--- src/rtl/sh7034_pkg.sv ---
// sh7034_pkg -- shared SCI types and constants for the SH7034 serial channels.
package sh7034_pkg;

  // Receive FSM states. MPBIT is only reachable in multiprocessor builds.
  typedef enum logic [2:0] {
    IDLE  = 3'd0,
    START = 3'd1,
    DATA  = 3'd2,
    PAR   = 3'd3,
    MPBIT = 3'd4,
    STOP  = 3'd5
  } SCI_RX_STATE_t;

  // Serial mode register image: C/A, CHR, PE, O/E, STOP, MP, CKS[1:0].
  typedef struct packed {
    logic       ca;
    logic       chr;
    logic       pe;
    logic       oe;
    logic       stop;
    logic       mp;
    logic [1:0] cks;
  } SMR_t;

  // 16x oversampling phase at which each bit is sampled (mid-bit).
  localparam logic [3:0] SCI_OS_SAMPLE = 4'd7;

  // Prescaler divide per CKS setting, indexed by CKS.
  localparam logic [3:0][8:0] SCI_CKS_DIV = {9'd256, 9'd64, 9'd16, 9'd4};

endpackage

--- src/rtl/sh7034_sci_baudgen.sv ---
// sh7034_sci_baudgen -- CE prescaler (/4*4^CKS) followed by the BRR divider
// (/N+1), producing a one-cycle 16x bit-rate tick. clr restarts both counters
// so the receiver can phase-align the tick to a start edge.
module sh7034_sci_baudgen
  import sh7034_pkg::*;
(
  input  logic       gclk,
  input  logic       grst_n,
  input  logic       ce,
  input  logic [1:0] cks,
  input  logic [7:0] brr,
  input  logic       clr,
  output logic       tick
);

  logic [7:0] pre_cnt;
  logic [7:0] brr_cnt;
  logic [8:0] pre_div;
  logic       pre_wrap;
  logic       brr_wrap;

  // >= rather than == so a divisor shrinking mid-count cannot strand a counter
  assign pre_div  = SCI_CKS_DIV[cks];
  assign pre_wrap = ({1'b0, pre_cnt} >= (pre_div - 9'd1));
  assign brr_wrap = (brr_cnt >= brr);
  assign tick     = ce & pre_wrap & brr_wrap & ~clr;

  // prescaler and BRR counters, advanced only on CE
  always_ff @(posedge gclk or negedge grst_n) begin
    if (!grst_n) begin
      pre_cnt <= '0;
      brr_cnt <= '0;
    end else if (clr) begin
      pre_cnt <= '0;
      brr_cnt <= '0;
    end else if (ce) begin
      if (pre_wrap) begin
        pre_cnt <= '0;
        brr_cnt <= brr_wrap ? 8'd0 : brr_cnt + 8'd1;
      end else begin
        pre_cnt <= pre_cnt + 8'd1;
      end
    end
  end

endmodule

--- src/rtl/sh7034_sci_rx.sv ---
// sh7034_sci_rx -- SCI asynchronous receiver: RXD -> RDR plus RDRF/ORER/FER/
// PER/MPB status. Define SCI_MP_EN to build in the multiprocessor format
// (MPBIT state, MPB flag, MPIE filtering, MPIE_CLR pulse).
module sh7034_sci_rx
  import sh7034_pkg::*;
(
  input  logic       CLK,
  input  logic       RST_N,
  input  logic       CE,
  input  logic       RXD,
  input  SMR_t       SMR,
  input  logic [7:0] BRR,
  input  logic       RE,
  input  logic       RIE,
  input  logic       MPIE,
  input  logic       RDRF_CLR,
  input  logic       ORER_CLR,
  input  logic       FER_CLR,
  input  logic       PER_CLR,
  output logic [7:0] RDR,
  output logic       RDRF,
  output logic       ORER,
  output logic       FER,
  output logic       PER,
  output logic       MPB,
  output logic       MPIE_CLR,
  output logic       RXI,
  output logic       ERI
);

`ifdef SCI_MP_EN
  localparam bit MP_EN = 1'b1;
`else
  localparam bit MP_EN = 1'b0;
`endif

  SCI_RX_STATE_t state, state_nx;
  logic [1:0] rx_sync;
  logic       rxs, rxs_d, fall;
  logic       tick, samp;
  logic [3:0] phase;
  logic [2:0] bit_cnt;
  logic [7:0] sh;
  logic       par_bit, mpb_bit;
  logic       err_any, start_det, last_bit, use_mp, use_par;
  logic       restart, bit_we, par_we, done;
  logic       mp_hit, discard, load, par_bad;
  logic       rdrf_set, orer_set, fer_set, per_set;
  logic       unused_smr;

  assign unused_smr = SMR.ca ^ SMR.stop;   // C/A and second stop bit do not affect receive

  assign rxs       = rx_sync[1];
  assign fall      = rxs_d & ~rxs;
  assign err_any   = ORER | FER | PER;
  assign start_det = RE & ~err_any & fall;
  assign samp      = tick & (phase == SCI_OS_SAMPLE);
  assign last_bit  = (bit_cnt == (SMR.chr ? 3'd6 : 3'd7));
  assign use_mp    = MP_EN & SMR.mp;
  assign use_par   = SMR.pe & ~use_mp;

  sh7034_sci_baudgen u_baud (
    .gclk   (CLK),
    .grst_n (RST_N),
    .ce     (CE),
    .cks    (SMR.cks),
    .brr    (BRR),
    .clr    (restart),
    .tick   (tick)
  );

  // 2-FF synchroniser plus delayed copy for falling-edge detect; idles high
  always_ff @(posedge CLK or negedge RST_N) begin
    if (!RST_N) begin
      rx_sync <= 2'b11;
      rxs_d   <= 1'b1;
    end else begin
      rx_sync <= {rx_sync[0], RXD};
      rxs_d   <= rxs;
    end
  end

  // FSM state register
  always_ff @(posedge CLK or negedge RST_N) begin
    if (!RST_N) state <= IDLE;
    else        state <= state_nx;
  end

  // FSM next state; RE=0 drops any frame in progress
  always_comb begin
    state_nx = state;
    case (state)
      IDLE:  if (start_det) state_nx = START;
      START: if (samp) state_nx = rxs ? IDLE : DATA;
      DATA:  if (samp && last_bit) state_nx = use_mp ? MPBIT : (use_par ? PAR : STOP);
      PAR:   if (samp) state_nx = STOP;
      MPBIT: if (samp) state_nx = STOP;
      STOP:  if (samp) state_nx = IDLE;
      default: state_nx = IDLE;
    endcase
    if (!RE) state_nx = IDLE;
  end

  // FSM outputs: per-state sample strobes and frame restart
  always_comb begin
    restart = 1'b0;
    bit_we  = 1'b0;
    par_we  = 1'b0;
    done    = 1'b0;
    case (state)
      IDLE:  restart = start_det;
      DATA:  bit_we  = samp;
      PAR:   par_we  = samp;
      STOP:  done    = samp & RE;
      default: ;
    endcase
  end

  // oversampling phase, data shifter and parity capture
  always_ff @(posedge CLK or negedge RST_N) begin
    if (!RST_N) begin
      phase   <= '0;
      bit_cnt <= '0;
      sh      <= '0;
      par_bit <= 1'b0;
    end else if (restart) begin
      phase   <= '0;
      bit_cnt <= '0;
      sh      <= '0;
      par_bit <= 1'b0;
    end else begin
      if (tick)   phase <= phase + 4'd1;
      if (bit_we) begin
        sh[bit_cnt] <= rxs;
        bit_cnt     <= bit_cnt + 3'd1;
      end
      if (par_we) par_bit <= rxs;
    end
  end

  // Frame completion. MPIE with a data frame (MPB=0) discards the frame;
  // overrun keeps the old RDR and reports nothing else.
  assign mp_hit   = MP_EN & SMR.mp & MPIE;
  assign discard  = mp_hit & ~mpb_bit;
  assign load     = done & ~discard & ~RDRF;
  assign orer_set = done & ~discard & RDRF;
  assign par_bad  = use_par & (par_bit != ((^sh) ^ SMR.oe));
  assign fer_set  = load & ~rxs;
  assign per_set  = load & par_bad;
  assign rdrf_set = load & rxs & ~par_bad;

  // status flags and RDR; a set beats a same-cycle clear
  always_ff @(posedge CLK or negedge RST_N) begin
    if (!RST_N) begin
      RDR  <= '0;
      RDRF <= 1'b0;
      ORER <= 1'b0;
      FER  <= 1'b0;
      PER  <= 1'b0;
    end else begin
      RDRF <= rdrf_set | (RDRF & ~RDRF_CLR);
      ORER <= orer_set | (ORER & ~ORER_CLR);
      FER  <= fer_set  | (FER  & ~FER_CLR);
      PER  <= per_set  | (PER  & ~PER_CLR);
      if (load) RDR <= sh;
    end
  end

`ifdef SCI_MP_EN
  // multiprocessor bit capture, MPB flag and MPIE clear pulse
  always_ff @(posedge CLK or negedge RST_N) begin
    if (!RST_N) begin
      mpb_bit  <= 1'b0;
      MPB      <= 1'b0;
      MPIE_CLR <= 1'b0;
    end else begin
      if (restart)                    mpb_bit <= 1'b0;
      else if (samp && state == MPBIT) mpb_bit <= rxs;
      if (load) MPB <= mpb_bit;
      MPIE_CLR <= done & mp_hit & mpb_bit;
    end
  end
`else
  assign mpb_bit  = 1'b0;
  assign MPB      = 1'b0;
  assign MPIE_CLR = 1'b0;
`endif

  assign RXI = RIE & RDRF;
  assign ERI = RIE & err_any;

endmodule

--- config.mk ---
export PLATFORM = sky130hd
export DESIGN_NAME = sh7034_sci_rx
export DESIGN_NICKNAME = d
export VERILOG_FILES = /design/src/rtl/sh7034_pkg.sv /design/src/rtl/sh7034_sci_baudgen.sv /design/src/rtl/sh7034_sci_rx.sv
export SDC_FILE = /design/constraint.sdc
export NUM_CORES = 1
export LEC_CHECK = 0
export BUFFER_PORTS_ARGS = -buffer_cell sky130_fd_sc_hd__clkbuf_2
export CAP_MARGIN = 15
export CORE_MARGIN = 2
export CORE_UTILIZATION = 52
export DETAILED_ROUTE_END_ITERATION = 7
export GPL_TIMING_DRIVEN = 0
export HOLD_SLACK_MARGIN = 0.08
export PLACE_DENSITY = 0.79
export SETUP_SLACK_MARGIN = 0.3
export SYNTH_ARGS = -nofsm -noshare
export SYNTH_HDL_FRONTEND = slang
export SYNTH_SLANG_ARGS = --single-unit
--- constraint.sdc ---
create_clock -name CLK -period 2.3 [get_ports CLK]
set_input_delay 0.23 -clock CLK [delete_from_list [all_inputs] [get_ports CLK]]
set_output_delay 0.23 -clock CLK [all_outputs]
set_load 0.05 [all_outputs]
==> metrics.md <==
| Metric | Value |
|---|---|
| First-pass GRT wire length | around 13000 um |
| Antenna diodes | 0 |
| Crit path kind | register to register |
| Min Clock Period, post-route | 2.23 ns |
| Filler cells | 355 |
| Syn_area_per_cell | 9.52 um^2 |
| Slew Viols, Final | 0 |
| Overflow after GRT | 0 |
| Library cells used by synthesis | 60 |
| Delay-heaviest family, CP | compound AO/OA/AOI/OAI gates |
| Min-delay worst type | input pin to register |
| Clk sink count | 50 |
| CTS Root Buffer Type | clkbuf_8 |
| Share of cells above drive strength 1 | 39.0% |
| Post-DR vias/cell | 6.15 |
| I/O Buffers | 36 |
| Relative slew slack | 57.0% |
| Post-route setup slack | 0.0656 ns |
| VDD IR max | 0.324 mV |
| Clk_lat worst skew | 0.31 ns |
| Routability Congestion | roughly 0.84 |
| Wirelength per Cell | about 18 um |
| Critical Path Stages | 9 |
| WP buf/inv | 3 |
| FP Rows | 27 |
| Unrepaired setup endpoints after global routing | yes |
| Worst Hold Path Cells | 2 |
| Die area | 6530 um^2 |
| Final worst path period share | 97.1% |
| Static Leakage | about 0.0020 uW |
| Final instance area | roughly 4200 um^2 |
| Status | finished, final reports clean |
| Synthesis Warnings | 0 |
| Post-Syn Area | ~3100 um^2 |
| Initial antenna violation count | 0 |
| GRT Total Usage | 26.7% |
| Max Fclk | 448 MHz |
| Primary FF master, synth | dfrtp_1 |
| Largest net degree at the start of global routing | 29 |
| Startpoint Class | register |
| Die height | a little over 80 um |
| Sequential share of the synthesized area | slightly above 40% |
| Synth Register Bits | 50 |
| WP data required | 2.50 ns |
| Max_cap viols | 0 |
| Nets | 445 |
| DRC Markers | 0 |
| Via Count | a little under 3000 |
| CP arrival | 2.43 ns |
| Vias in the first global route | roughly 2800 |
| Routed wire length | roughly 8700 um |
| TritonCTS clock tree | built |
| FF/Latch Area | 1260 um^2 |
| Placement Cell Area | 3380 um^2 |
| Core Box Area | 5610 um^2 |
| Most common cell on crit path | buf_6 |
| Die extent in x | between 80 and 90 um |
| PwrDens | 477 nW/um^2 |
| Initial Utilization | 54.7% |
| H-Tree Level Count | 2 |
| Final hold violations | 0 |
| Number of flops mapped to enable cells by yosys | 0 |
| Area Growth Syn to Fin | 37.5% |
| Post-Synthesis Cells | 322 |
| Post-route ant nets | 0 |
| CP endpoint kind | register |
| Hold_ws | ~0.10 ns |
| CTS Buf Count | 5 |
| CTS clk-pin slew, worst paths | roughly 0.10 ns |
| Clock skew | 0.00991 ns |
| DRT Pass-1 Iters | 5 |
| Initial DRC count | roughly 190 |
| Dpl hpwl | between 4000 and 5000 um |
| Reg2reg path depth | 9 |
| Worst Max-Slew Pin Slew | around 0.65 ns |
| CP max stage delay | 0.43 ns |
| Footprint of the multi-input gates | 1980 um^2 |
| CTS Buffer Depth | 2 |
| Crit path max-delay cell type | dfrtp_1 |
| Crit path max fanout | 4 |
| Worst slack, placed | -0.317 ns |
| Post-synth ARST share | 100% |
| Setup violators final | 0 |
| Commonest non-fill, non-tap cell in the layout | dfrtp_1 |
| I/O Pins | 43 |
| Commonest non-fill, non-tap cells in the layout | 44 x dfrtp_1, 38 x clkbuf_2, 27 x nand2_1 |
| Worst-path cell chain | ha_4 > buf_4 > a211oi_2 > o221ai_4 > nor3b_4 > buf_6 > buf_6 > and3_4 > o31a_1 |
-- synthesized netlist by cell type (all sizes together), types with 2 or more instances --
cell	n	area (um^2)
and3	6	37.5
nor3	6	35.0
ha	16	200
a22o	2	17.5
nand3	14	75.1
o41ai	3	26.3
and3b	2	17.5
o22ai	2	12.5
xnor2	11	96.3
dfrtp	47	1180
o21ai	16	83.8
a211oi	2	15.0
a31oi	2	12.5
nor2	18	70.1
nand2b	3	18.8
nor3b	5	48.8
nand4	12	75.1
clkbuf	13	48.8
nand2	30	113
or3	4	30.0
a21oi	22	110
and2	5	31.3
o31ai	4	30.0
or4	3	22.5
inv	20	75.1
buf	6	40.0
dfstp	3	78.8
o32ai	2	25.0
a21boi	3	22.5
mux2i	10	100
xor2	2	17.5
mux2	8	116
nand4b	5	43.8
-- cell families (layout without fill, tap and decap cells) --
logic type / Yosys count / after routing / share of synthesized area (%)
simple gates: 116 / 116 / 21.4
compound gates: 68 / 68 / 14.7
flops: 50 / 50 / 40.9
buf+inv: 40 / 120 / 5.47
mux: 18 / 18 / 7.06
fa+ha+maj: 16 / 16 / 6.53
xor+xnor: 13 / 13 / 3.71
other cells: 1 / 2 / 0.122
-- worst register-to-register path: cells and delay by family, from the launching register on --
family / cells / cell delay [ns]
fa+ha+maj: 1 / 0.23
flops: 1 / 0.43
buf+inv: 3 / 0.38
simple gates: 2 / 0.35
compound gates: 3 / 0.73
-- path summary, 6_finish.rpt --
path,from,to,slack [ns]
worst max-delay path,u_baud.brr_cnt[7],state[1],0.07
worst min-delay path,PER_CLR,PER,0.10
worst max register to register,u_baud.brr_cnt[7],state[1],0.07
worst min register to register,rx_sync[0],rx_sync[1],0.36
max in group asynchronous,RST_N,rx_sync[0],1.18
min in group asynchronous,RST_N,u_baud.pre_cnt[7],0.46
-- where the power goes --
part	total, uW	leakage (uW)	switching (uW)	internal (uW)
Combinational	400	0.00127	219	181
Clock	626	0.0000524	300	326
Sequential	985	0.000677	61.9	923
-- state kept, by name, indices dropped and copies added, names as in the netlist --
register        flops
RDRF                1
sh                  8
state               3
ORER                1
PER                 1
par_bit             1
phase               4
bit_cnt             3
rx_sync             2
u_baud.brr_cnt      8
rxs_d               1
FER                 1
RDR                 8
u_baud.pre_cnt      8
-- metrics by stage --
step           total power, uW  setup TNS, ns  std cells  utilization (%)
2_1_floorplan             1160              0        323                -
3_3_place_gp              1240          -3.56        431             60.0
3_5_place_dp              1260          -5.63        432             60.4
4_1_cts                   1930              0        464             70.5
5_1_grt                   2090        -0.0629        475             75.1
6_report                  2010              0        475             75.1
-- final cells by class --
| cell class | instances | area share (%) |
|---|---|---|
| Buffer | 19 | 3.77 |
| Sequential cell | 50 | 29.9 |
| Clock buffer | 7 | 1.81 |
| Tap cell | 72 | 2.14 |
| Timing Repair Buffer | 72 | 12.8 |
| Inverter | 21 | 1.87 |
| Clock inverter | 1 | 0.713 |
| Multi-Input combinational cell | 233 | 47.0 |
-- routing by layer --
metal	GRT usage, %	vias up	wire [um]
li1	-	1319	-
met1	34.3	1423	3520
met2	46.0	153	4500
met3	4.44	26	540
met4	8.81	0	177
met5	0	-	0
-- repair_timing --
item	in CTS	in global routing
endpoints found under the setup margin	46	47
resized for setup	46	43
cloned	2	1
endpoints found under the hold margin	22	0
pin swaps	24	18
hold buffers	2	0
buffers inserted	20	10
Note: power is estimated with default switching activity, not from simulation.
